### src/rtl/frequency_pattern_generator_pkg.sv
// Shared constants and types for the frequency pattern generator: register-port
// opcodes, register indices and the sequencer state encoding.
package frequency_pattern_generator_pkg;

   localparam logic [1:0] REGISTER_NO_OPERATION   = 2'd0;
   localparam logic [1:0] REGISTER_READ_OPERATION = 2'd1;

   localparam int         FREQUENCY_REGISTERS_NUMBER = 6;
   localparam logic [2:0] FIRST_REGISTER_INDEX       = 3'd1;
   localparam logic [2:0] LAST_REGISTER_INDEX        = 3'(FREQUENCY_REGISTERS_NUMBER);
   localparam int         PIXEL_CHANNELS             = 3;

   typedef enum logic [1:0] {
      ST_IDLE,
      ST_REQUEST,
      ST_CAPTURE,
      ST_DONE
   } fsm_state_t;

   // A zero frequency yields a zero half-period, which parks the channel low.
   function automatic logic [31:0] half_period_of(input int unsigned clock_hz,
                                                  input int unsigned freq_hz);
      if (freq_hz == 0) return 32'd0;
      return 32'(clock_hz / (2 * freq_hz));
   endfunction

endpackage

### src/rtl/frequency_pattern_generator_toggle_channel.sv
// One square-wave lane: toggles its output every half_period clocks while enabled.
module frequency_toggle_channel (
   input  logic        clock,
   input  logic        reset,
   input  logic        enable,
   input  logic [31:0] half_period,
   input  logic        restart,
   output logic        sample
);

   logic [31:0] count_q, count_d;
   logic        sample_q, sample_d;

   // Restart realigns the phase without disturbing the current level.
   always_comb begin
      count_d  = count_q;
      sample_d = sample_q;
      if (!enable || half_period == 32'd0) begin
         count_d  = 32'd0;
         sample_d = 1'b0;
      end else if (restart) begin
         count_d = 32'd0;
      end else if (count_q == half_period - 32'd1) begin
         count_d  = 32'd0;
         sample_d = ~sample_q;
      end else begin
         count_d = count_q + 32'd1;
      end
   end

   always_ff @(posedge clock) begin
      if (reset) begin
         count_q  <= 32'd0;
         sample_q <= 1'b0;
      end else begin
         count_q  <= count_d;
         sample_q <= sample_d;
      end
   end

   assign sample = sample_q;

endmodule

### src/rtl/frequency_pattern_generator.sv
// Reads six half-period words from the register bank, commits them atomically and
// drives three square-wave sample lines at the F0/F1 rate chosen per pixel.
module frequency_pattern_generator
   import frequency_pattern_generator_pkg::*;
#(
   parameter int unsigned CLOCK_FREQUENCY   = 100000000,
   parameter int unsigned PIXEL0_FREQUENCY0 = 5000,
   parameter int unsigned PIXEL0_FREQUENCY1 = 10000,
   parameter int unsigned PIXEL1_FREQUENCY0 = 15000,
   parameter int unsigned PIXEL1_FREQUENCY1 = 20000,
   parameter int unsigned PIXEL2_FREQUENCY0 = 25000,
   parameter int unsigned PIXEL2_FREQUENCY1 = 30000
) (
   input  logic        clock,
   input  logic        reset,
   input  logic        load,
   input  logic        enable,
   input  logic [2:0]  select,
   output logic [1:0]  register_operation,
   output logic [7:0]  register_number,
   input  logic [31:0] register_read,
   output logic [2:0]  sample,
   output logic        loaded
);

   localparam logic [31:0] DEFAULT_HALF_PERIOD [FREQUENCY_REGISTERS_NUMBER] = '{
      half_period_of(CLOCK_FREQUENCY, PIXEL0_FREQUENCY0),
      half_period_of(CLOCK_FREQUENCY, PIXEL0_FREQUENCY1),
      half_period_of(CLOCK_FREQUENCY, PIXEL1_FREQUENCY0),
      half_period_of(CLOCK_FREQUENCY, PIXEL1_FREQUENCY1),
      half_period_of(CLOCK_FREQUENCY, PIXEL2_FREQUENCY0),
      half_period_of(CLOCK_FREQUENCY, PIXEL2_FREQUENCY1)
   };

   fsm_state_t  state_q;
   logic [2:0]  index_q;
   logic [1:0]  operation_q;
   logic [7:0]  number_q;
   logic        loaded_q;

   logic [31:0] shadow_q [FREQUENCY_REGISTERS_NUMBER];
   logic [31:0] shadow_d [FREQUENCY_REGISTERS_NUMBER];
   logic [31:0] active_q [FREQUENCY_REGISTERS_NUMBER];
   logic [31:0] active_d [FREQUENCY_REGISTERS_NUMBER];
   logic [2:0]  select_q, select_d;

   logic [2:0]  restart;
   logic [31:0] half_period [PIXEL_CHANNELS];

   // Each register is requested for one cycle and captured the cycle after.
   always_ff @(posedge clock) begin
      if (reset) begin
         state_q     <= ST_IDLE;
         index_q     <= FIRST_REGISTER_INDEX;
         operation_q <= REGISTER_NO_OPERATION;
         number_q    <= 8'd0;
         loaded_q    <= 1'b0;
      end else begin
         loaded_q <= 1'b0;
         case (state_q)
            ST_IDLE: begin
               if (load) begin
                  state_q     <= ST_REQUEST;
                  index_q     <= FIRST_REGISTER_INDEX;
                  operation_q <= REGISTER_READ_OPERATION;
                  number_q    <= 8'(FIRST_REGISTER_INDEX);
               end
            end
            ST_REQUEST: begin
               state_q     <= ST_CAPTURE;
               operation_q <= REGISTER_NO_OPERATION;
               number_q    <= 8'd0;
            end
            ST_CAPTURE: begin
               if (index_q == LAST_REGISTER_INDEX) begin
                  state_q  <= ST_DONE;
                  loaded_q <= 1'b1;
               end else begin
                  state_q     <= ST_REQUEST;
                  index_q     <= index_q + 3'd1;
                  operation_q <= REGISTER_READ_OPERATION;
                  number_q    <= 8'(index_q) + 8'd1;
               end
            end
            ST_DONE: begin
               state_q <= ST_IDLE;
            end
            default: begin
               state_q <= ST_IDLE;
            end
         endcase
      end
   end

   always_comb begin
      shadow_d = shadow_q;
      active_d = active_q;
      select_d = select;
      if (state_q == ST_CAPTURE) begin
         shadow_d[index_q - 3'd1] = register_read;
      end
      if (state_q == ST_DONE) begin
         active_d = shadow_q;
      end
   end

   always_ff @(posedge clock) begin
      if (reset) begin
         active_q <= DEFAULT_HALF_PERIOD;
         select_q <= 3'b000;
      end else begin
         active_q <= active_d;
         select_q <= select_d;
      end
   end

   // Shadows are fully rewritten by every completed sequence before they are used.
   always_ff @(posedge clock) begin
      shadow_q <= shadow_d;
   end

   for (genvar i = 0; i < PIXEL_CHANNELS; i++) begin : g_channel
      assign restart[i]     = (state_q == ST_DONE) || (select[i] != select_q[i]);
      assign half_period[i] = select[i] ? active_q[2*i+1] : active_q[2*i];

      frequency_toggle_channel u_channel (
         .clock       (clock),
         .reset       (reset),
         .enable      (enable),
         .half_period (half_period[i]),
         .restart     (restart[i]),
         .sample      (sample[i])
      );
   end

   assign register_operation = operation_q;
   assign register_number    = number_q;
   assign loaded             = loaded_q;

endmodule
### config.mk
export PLATFORM = sky130hd
export DESIGN_NAME = frequency_pattern_generator
export DESIGN_NICKNAME = d
export VERILOG_FILES = /design/src/rtl/frequency_pattern_generator_pkg.sv /design/src/rtl/frequency_pattern_generator_toggle_channel.sv /design/src/rtl/frequency_pattern_generator.sv
export SDC_FILE = /design/constraint.sdc
export NUM_CORES = 1
export LEC_CHECK = 0
export BUFFER_PORTS_ARGS = -buffer_cell sky130_fd_sc_hd__buf_2
export CORE_ASPECT_RATIO = 1.75
export CORE_UTILIZATION = 45
export DETAILED_ROUTE_END_ITERATION = 12
export PLACE_DENSITY = 0.66
export SLEW_MARGIN = 20
export SYNTH_ARGS = -nofsm -noshare
export SYNTH_HDL_FRONTEND = slang
export SYNTH_SLANG_ARGS = --single-unit
### constraint.sdc
create_clock -name clock -period 4.5 [get_ports clock]
set_input_delay 0.675 -clock clock [delete_from_list [all_inputs] [get_ports clock]]
set_output_delay 0.675 -clock clock [all_outputs]
set_load 0.02 [all_outputs]
==> metrics.txt, run 1 <==
status complete, no violations; main area contributors after synthesis dfxtp_1 27%, edfxtp_1 26%, mux2i_1 13%; period utilization 88.4%; peak supply drop 0.312 mV; Die Span X 171 microns; die area 51100 sq um; CP Class in2reg; Clock Latency Late Sink 0.57 ns; Tot GR Track Use 21.2%; worst hold slack 0.405 ns; yosys warns 0; critical path peak fanout 27; mapped cell area 22600 sq um; global-route wire length before repair 85.0 mm; most frequent cells in the layout 337 x nor2_1, 305 x dfxtp_1, 288 x mux2i_1; I/O Buffers 47; CTS root buffer clkbuf_16; gpl congestion 0.901; Final Hold Viols 0; routed length per instance 18.8 microns; Critical Path Start Type primary input; GRT overflow 0; max cap viols 0; post-CTS setup buffer count 0; syn avg cell area 10.7 sq um; Slew Limit Headroom 33.1%; clock transition at the registers of the reported paths 0.07 ns; Fin Clk Skew 0.0262 ns; Critical path origin select[1]; HPWL after DPL 38.6 mm; Async S/R FF share, synth 0%; final wirelength 53.2 mm; crit path capture type register; total power 9.54 mW; drt first pass iters 5; minimum clock period 3.98 ns; Post-synth EDFFs 192; Fin Setup TNS 0 ns; CTS Buffer Depth 3; library cells used by synthesis 81; Site Rows 108; Yosys top cell area share 27.0%; Worst Hold Launch register_read[3]; WP data required 4.94 ns; min-delay worst type in2reg; Ant. Diodes 0; Boundary Pins 53; most common cell after layout, fill and taps aside nor2_1; fin cells 2837; initial drt markers 726; Inst Count DP 2756; cts repair resizes 0; largest net degree at the start of global routing 89; Residual DRC 0; vias in the first global route 15900; cts bufs inserted 44; post-route cell area 25100 sq um; fin. max-slew vios 0; predominant post-synthesis flop cell dfxtp_1; Max Fclk 251 MHz; Via Count 15500; initial antenna violation count 1; Setup Viol. Count Final 0; H-tree depth 2; Placed Area 23700 sq um; PD cells 380 nW/um^2; register area share after synthesis 52.6%; die height 298 microns; dpl ws -0.0100 ns; leakage 8.62 nW; RR Startpoint active_q[100]; final antenna-violating net count 0; post-cts hold buffer count 0; Nets 2196; share of layout cells above drive strength 1 9.28%; RSZ-0062 raised after global routing false; Mapped Cells 2107; setup ws final 0.522 ns; vias per cell 5.46; CTS tree built; WP data arrival 4.42 ns; #FFs+latches synth 497; top cell type by total area after synthesis dfxtp_1; Area Overhead vs Synth 11.3%; actual transition at the worst max-transition pin 1.00 ns; Post-Route Utilization 50.7%; starting density of the core 45.5%; core area 49600 sq um; Sink Count 497; fill count 4401
==> state kept, by name, indices dropped and copies added, names as in the netlist <==
register	count
active_q	192
shadow_q	192
g_channel.u_channel.count_q	96
register_number	4
g_channel.u_channel.sample	3
index_q	3
select_q	3
state_q	2
loaded	1
register_operation	1
==> cell type report <==
cell class                      count  area [sq um]  area share (%)
Timing Repair Buffer               86           599            2.38
Tap cell                          660           826            3.29
Sequential cell                   497         11900            47.2
Clock inverter                     20           231           0.921
Inverter                           16          60.1           0.239
Clock buffer                       61          1240            4.92
Multi-Input combinational cell   1497         10300            41.0
==> critical path, stage by stage <==
cell and delay (ns):
buf_2 0.37, nor3_1 0.13, o22ai_2 0.45, nor3_1 0.13, or4_1 0.55, nor4_1 0.60
buf_4 0.23, nand4_1 0.09, or3_1 0.40, o31ai_4 0.45, buf_12 0.23, nor2_1 0.06
==> synthesized netlist by cell type (16+ instances only) <==
| master | number |
|---|---|
| nor2_1 | 339 |
| and3_1 | 26 |
| nor3_1 | 69 |
| mux2i_1 | 288 |
| clkbuf_1 | 47 |
| dfxtp_1 | 305 |
| nor3b_1 | 21 |
| buf_2 | 27 |
| a21oi_1 | 38 |
| o21ai_0 | 17 |
| nand3_1 | 42 |
| xor2_1 | 123 |
| edfxtp_1 | 192 |
| nand4_1 | 35 |
| nand2_1 | 103 |
| or4_1 | 16 |
| or3_1 | 21 |
| nor4_1 | 25 |
| buf_1 | 17 |
| xnor2_1 | 114 |
==> routing by layer <==
layer  part of all wire [%]  track usage (%)  vias to the layer above  wire length, microns
met4                    4.1             9.65                        2                  2180
met2                     55             40.6                      276                 29100
met5                  0.021                0                        -                    11
met3                    2.8             2.37                      120                  1470
met1                     38             22.8                     7535                 20400
li1                       -                -                     7566                     -
==> kinds of logic after synthesis <==
logic type	after synthesis	synth area share (%)
buffers and inverters	117	2.28
other	1	0.0166
multiplexers	290	12.9
XOR/XNOR	237	9.19
AO/OA/AOI/OAI	158	4.92
AND/OR/NAND/NOR	792	17.4
flip-flops	497	52.6
adder cells (fa/ha/maj)	15	0.831
==> where the power goes <==
part	leakage, nW	internal [mW]	total, mW	switching (mW)
Combinational	3.73	0.322	0.820	0.499
Clock	0.707	2.17	3.88	1.70
Sequential	4.19	4.76	4.84	0.0792
Total	8.62	7.26	9.54	2.28
==> worst paths after layout <==
kind	slack [ns]	end	depth (start not counted)
worst max-delay path	0.52	g_channel[1].u_channel.count_q[2]	12
worst min-delay path	0.40	shadow_q[35]	1
worst max register to register	0.65	g_channel[1].u_channel.count_q[2]	11
worst min register to register	0.45	register_number[2]	2
Note: power is estimated with default switching activity, not from simulation.
==> run 2, diff against run 1 <==
- CELL_PAD_IN_SITES_DETAIL_PLACEMENT: unset -> 1
- CELL_PAD_IN_SITES_GLOBAL_PLACEMENT: unset -> 1
- PLACE_DENSITY: 0.66 -> 0.78
- SYNTH_HIERARCHICAL: unset -> 1
==> run 2 against run 1 <==
  * Core utilization down 0.12 points
  * Critical path depth shrank 1
  * Combinational power increased by 10%
  * Worst hold slack improved by 0.052 ns
  * Sequential power about the same
  * Non-clock buffer count is 5 higher
  * Cell area decreased by 0.24%
  * Register-to-register slack improved by 0.27 ns
  * Via count increased by 0.43%
  * Cell count decreased by 2.3%
  * Fmax increased by 5.6%
  * Wire length grew 15%
  * Critical path type unchanged
  * Largest cell class unchanged
==> metrics.txt, run 2 <==
Sw Ratio 24.1% (+0.17 points); reg2reg path depth 11 (unchanged); Residual DRC 0 (unchanged); mapped cell area 22600 sq um (+0.14%); RR Startpoint active_q[0]; crit-path leading delay family simple AND/OR/NAND/NOR gates; Nets 2129 (-3.1%); most frequent cell after synthesis nor2_1; H-tree depth 2 (unchanged); GRT overflow 0 (unchanged); top cell type by total area after synthesis dfxtp_1; Boundary Pins 53 (unchanged); most common cell after layout, fill and taps aside nor2_1; drt first pass iters 4 (-1); PD cells 388 nW/um^2 (+2.3%); Mapped Cells 2028 (-3.7%); die height 299 microns (about the same); Slowest Stage Delay on Critical Path 0.56 ns (-0.04 ns); total power 9.74 mW (+2.0%); CTS Buffer Depth 3 (unchanged); Critical Path End g_channel[1].u_channel/sample; minimum clock period 3.77 ns (-0.212 ns); initial drt markers 616 (-15%); Fin Setup TNS 0 ns (unchanged); CTS root buffer clkbuf_16; starting density of the core 45.6% (+0.063 points); Int Pwr 7.39 mW (+1.8%); largest net degree at the start of global routing 115 (+29%); Die Span X 171 microns (about the same); Slowest cell on crit path or4_1; Area Overhead vs Synth 10.8%; clock transition at the registers of the reported paths 0.07 ns (about the same); max cap viols 0 (unchanged); Fin Clk Skew 0.0105 ns (-0.0157 ns); peak supply drop 0.406 mV (+30%); min-delay worst type in2reg; yosys warns 6 (+6); Max Fclk 265 MHz (+5.6%); CP cell instances buf_2, buf_12, mux2_2, or4_1, nor3_1, mux2_2, o21ai_0, and2_1, nand3_1, or4_1, a21oi_1; most frequent cells in the layout 337 x nor2_1, 305 x dfxtp_1, 205 x mux2i_1; register area share after synthesis 52.5% (-0.073 points); WP data required 5.01 ns (+0.07 ns); top cells by count, synth 339 x nor2_1, 305 x dfxtp_1, 205 x mux2i_1; largest registers active_q: 192 flops, shadow_q: 192 flops, g_channel.u_channel/count_q: 96 flops; share of layout cells above drive strength 1 15.4% (+6.1 points); Combinational Power Share 9.3% (+0.7 points); Async S/R FF share, synth 0% (unchanged); die area 51200 sq um (+0.14%); Worst path depth 11 (-1); global-route wire length before repair 95.3 mm (+12%); cts repair resizes 0 (unchanged); actual transition at the worst max-transition pin 1.04 ns (+0.0343 ns); RSZ-0062 raised after global routing false; Ant. Diodes 0 (unchanged); Post-synth EDFFs 192 (unchanged); Via Count 15600 (+0.43%); status complete, no violations; Placed Area 23500 sq um (-0.62%); Tot GR Track Use 24.4% (+3.2 points); initial antenna violation count 0 (-1); reg-to-reg critical path endpoint g_channel[2].u_channel/sample; register share of total power 49.5% (-1.3 points); Crit path buffers/inverters 2 (-1); post-route cell area 25100 sq um (-0.24%); final antenna-violating net count 0 (unchanged); main area contributors after synthesis dfxtp_1 27%, edfxtp_1 25%, mux2i_1 9.1%; clock power share 41.3% (+0.7 points); critical path peak fanout 16 (-41%); routed length per instance 22.1 microns (+18%); Clock Latency Late Sink 0.58 ns (about the same); CTS tree built; Yosys top cell area share 27.0% (-0.037 points); WP data arrival 4.27 ns (-0.15 ns); Sink Count 497 (unchanged); period utilization 83.7% (-4.7 points); CP Class in2reg; HPWL after DPL 42.8 mm (+11%); library cells used by synthesis 85 (+4.9%); leakage 8.78 nW (+1.8%); Slew Limit Headroom 30.8% (-2.3 points); switching power 2.34 mW (+2.7%); Critical path origin select[1]; Site Rows 108 (unchanged); I/O Buffers 47 (unchanged); reg-to-reg slack, setup 0.92 ns (+0.27 ns); Critical Path Start Type primary input; fin. max-slew vios 0 (unchanged); cts bufs inserted 44 (unchanged); crit path capture type register; Setup Viol. Count Final 0 (unchanged); #FFs+latches synth 497 (unchanged); Final Hold Viols 0 (unchanged); vias per cell 5.62 (+2.8%); core area 49600 sq um (unchanged); post-CTS setup buffer count 0 (unchanged); predominant post-synthesis flop cell dfxtp_1; gpl congestion 0.888 (-1.4%); vias in the first global route 17000 (+6.6%); post-cts hold buffer count 0 (unchanged); final wirelength 61.1 mm (+15%); syn avg cell area 11.2 sq um (+4.0%)
## run 2: changes by cell type in the layout (fill, tap and decap cells not counted), sizes merged, moves of 14 or more
cell	previous run	this run
a21oi	38	16
mux2	2	102
inv	18	32
nor3	69	34
nand3	42	75
mux2i	288	205
## run 2: area by class of cell
class                   instances  area, sq um
repair buffers                 91          647
flip-flops and latches        497        11900
well taps                     660          826
inverters                      29          109
fillers                      5302        24500
clock inverters                27          325
clock buffers                  54         1210
multi-input cells            1413        10100
## run 2: power by group through the flow
| stage | logic (mW) | registers, mW | clock network [mW] |
|---|---|---|---|
| 2_1_floorplan | 0.635 | 4.90 | 0 |
| 3_3_place_gp | 0.858 | 4.91 | 0 |
| 3_5_place_dp | 0.889 | 4.91 | 0 |
| 4_1_cts | 0.900 | 4.82 | 4.09 |
| 5_1_grt | 0.969 | 4.82 | 4.24 |
| 6_report | 0.903 | 4.82 | 4.02 |
## run 2: cell families (layout without fill, tap and decap cells)
family          Yosys count  in the layout  share of synthesized area [%]
other cells               1              5                         0.0166
fa+ha+maj                14             14                          0.774
compound gates          119            119                           4.10
buf+inv                 122            201                           3.24
mux                     307            307                           14.2
simple gates            756            756                           17.0
xor+xnor                212            212                           8.21
flops                   497            497                           52.5
## run 2: through the flow
step	hold slack [ns]	util (%)	std cells	worst slack, ns
floorplan	0.436	-	2032	-0.370
global placement	0.443	47.4	2689	0.186
detailed placement	0.453	47.4	2689	0.169
CTS	0.435	50.5	2770	0.751
global route	0.432	50.6	2771	0.500
finish	0.457	50.6	2771	0.733
## run 2: how the worst min path moves through the flow
stage                      startpoint             to  slack [ns]  depth (start not counted)
detailed placement        shadow_q[7]    active_q[7]        0.45                          2
global placement         shadow_q[39]   active_q[39]        0.44                          2
CTS                 register_read[13]   shadow_q[45]        0.44                          1
floorplan                active_q[10]   active_q[10]        0.44                          2
finish              register_read[13]  shadow_q[141]        0.46                          1
global route        register_read[14]   shadow_q[14]        0.43                          1
## run 2: routing by layer
metal | track usage, % | up-vias | wire length, microns
li1 | - | 7326 | -
met4 | 13.5 | 0 | 3610
met1 | 26.0 | 7811 | 23100
met2 | 46.0 | 270 | 32800
met3 | 2.45 | 159 | 1580
met5 | 0 | - | 0
## run 2: worst reg2reg max path, stage by stage, from the launching register on
cell     delay, ns
dfxtp_1       0.32
mux2_2        0.32
inv_1         0.08
ha_1          0.20
buf_4         0.16
nor3b_1       0.32
nand4_1       0.38
nor4_1        0.39
nor3_1        0.16
or4_4         0.50
or4_1         0.51
a21oi_1       0.17
==> run 3, diff against run 2 <==
- clock period: 4.5 -> 3.2 ns (I/O delays scaled with it)
==> run 3 against run 2 <==
  * The flow now finishes with violations (setup timing)
  * Largest cell class unchanged
  * Sequential cell count did not move
  * Wire length rose by 19%
  * Highest routed layer unchanged
  * Register-to-register slack got worse by 1.1 ns
  * Global-route usage up 2.9 points
  * Sequential share of layout area fell by 4.6 points
  * Cell area increased by 11%
  * Non-clock buffer count increased by 209
==> metrics.txt, run 3 (same netlist as run 2, synthesis figures left out) <==
status finished with violations; failing checks setup timing; total power 14.5 mW (+49%); Tot GR Track Use 27.3% (+2.9 points); CP Class reg2reg; Setup Viol. Count Final 67 (+67); fin. max-slew vios 0 (unchanged); max cap viols 0 (unchanged); CTS root buffer clkbuf_16; leakage 10.2 nW (+16%); most frequent cells in the layout 300 x dfxtp_1, 295 x nor2_1, 222 x buf_4; Post-Route Utilization 56.0% (+5.5 points); Boundary Pins 53 (unchanged); WP data arrival 3.83 ns (-0.44 ns); largest registers active_q: 192 flops, shadow_q: 192 flops, g_channel.u_channel/count_q: 96 flops; gpl congestion 0.886 (-0.16%); Site Rows 108 (unchanged); Via Count 17000 (+9.3%); peak supply drop 0.475 mV (+17%); fin cells 2983 (+7.7%); I/O Buffers 47 (unchanged); final wirelength 73.0 mm (+19%); cts bufs inserted 45 (+2.3%); Die Span X 171 microns (unchanged); Sink Count 497 (unchanged); Critical Path Start Type register; Nets 2339 (+9.9%); period utilization 105%; actual transition at the worst max-transition pin 0.964 ns (-0.0722 ns); most common cell after layout, fill and taps aside dfxtp_1; CP cell instances mux2_4, inv_2, ha_4, or4b_4, or4_4, o31a_1, nand4b_1, or4b_4, o21ai_4, buf_6, buf_16, nor2_1; dpl ws -0.696 ns (-0.865 ns); Clock Latency Late Sink 0.59 ns (about the same); Placed Area 25200 sq um (+7.0%); most used cell, CP or4b_4; global-route wire length before repair 107 mm (+12%); minimum clock period 3.36 ns; drt first pass iters 5 (+1); Hold Path Depth 1 (unchanged); reg2reg path depth 12 (+1); clock transition at the registers of the reported paths 0.07 ns (about the same); vias in the first global route 18600 (+9.6%); final antenna-violating net count 0 (unchanged); min-delay worst type in2reg; WP data required 3.67 ns (-1.34 ns); Slew Limit Headroom 35.7% (+5.0 points); crit path capture type register; Fin Clk Skew 0.0176 ns (+0.00717 ns); vias per cell 5.70 (+1.5%); RR Startpoint active_q[33]; Slowest cell on crit path or4b_4; core area 49600 sq um (unchanged); CTS tree built; HPWL after DPL 46.8 mm (+9.4%); CTS Buffer Depth 3 (unchanged); Max Fclk 298 MHz; routed length per instance 24.5 microns (+11%); GRT overflow 0 (unchanged); Slowest Stage Delay on Critical Path 0.52 ns (-0.04 ns); Final Hold Viols 0 (unchanged); setup ws final -0.157 ns (-0.890 ns); H-tree depth 2 (unchanged); initial antenna violation count 0 (unchanged); critical path peak fanout 8 (-8); share of layout cells above drive strength 1 27.7% (+12 points); Critical Path End g_channel[2].u_channel/count_q[31]; die area 51200 sq um (unchanged); post-cts hold buffer count 0 (unchanged); RSZ-0062 raised after global routing true; reg-to-reg critical path endpoint g_channel[2].u_channel/count_q[31]; Area Overhead vs Synth 22.9%; Inst Count DP 2867 (+6.6%); post-route cell area 27800 sq um (+11%); largest net degree at the start of global routing 104 (-9.6%); initial drt markers 879 (+43%); Residual DRC 0 (unchanged); starting density of the core 45.6% (unchanged); Critical path origin active_q[33]; die height 299 microns (unchanged); reg-to-reg slack, setup -0.16 ns (-1.08 ns); PD cells 521 nW/um^2 (+34%)
-- run 3: cell count changes in the layout (fill, tap and decap cells not counted), sizes merged --
cell and change:
inv +2, bufinv +3, buf +199, clkinv -5, diode +1, clkbuf +12
-- run 3: worst max-delay path: cells and delay by family (launching register included) --
kind | cells | cell delay, ns
AOI/OAI and AO/OA | 2 | 0.45
adders and majority gates | 1 | 0.13
buffers and inverters | 3 | 0.34
DFF | 1 | 0.33
muxes | 1 | 0.28
and+or+nand+nor | 5 | 1.72
-- run 3: area by class of cell --
type	instances	area (sq um)
well taps	660	826
clock buffers	56	1190
clock inverters	27	427
fillers	5183	21800
flip-flops and latches	497	11900
inverters	29	109
diodes	1	2.50
repair buffers	300	2530
multi-input cells	1413	10800
-- run 3: timing repair --
item,CTS,global route
buffers inserted,4,18
resized for setup,14,124
cloned,2,10
setup endpoints to repair,65,99
pin swaps,2,24
-- run 3: where the power goes --
group	internal, mW	total (mW)	switching, mW
Sequential	6.70	6.78	0.0806
Clock	3.42	6.03	2.61
Combinational	0.715	1.67	0.951
Total	10.8	14.5	3.64
-- run 3: metal layers --
metal | share of wire [%] | GRT usage (%) | routed length (microns)
met5 | 0 | 0 | 0
met1 | 36 | 28.4 | 26300
met2 | 54 | 50.9 | 39200
met4 | 7.4 | 17.4 | 5390
met3 | 2.9 | 3.11 | 2130
-- run 3: worst min path at each step --
stage / from / slack (ns) / endpoint
floorplan: active_q[10] / 0.44 / active_q[10]
global placement: shadow_q[42] / 0.44 / active_q[42]
detailed placement: register_number[2] / 0.45 / register_number[2]
CTS: register_read[13] / 0.21 / shadow_q[77]
global route: register_read[13] / 0.22 / shadow_q[77]
finish: register_read[13] / 0.22 / shadow_q[109]
-- run 3: metrics by stage --
step	hold WS, ns	setup TNS [ns]
after global placement	0.441	-51.69
final	0.225	-7.51
after global routing	0.218	-13.99
after floorplan	0.436	-32.30
after CTS	0.210	-4.66
after detailed placement	0.454	-61.94
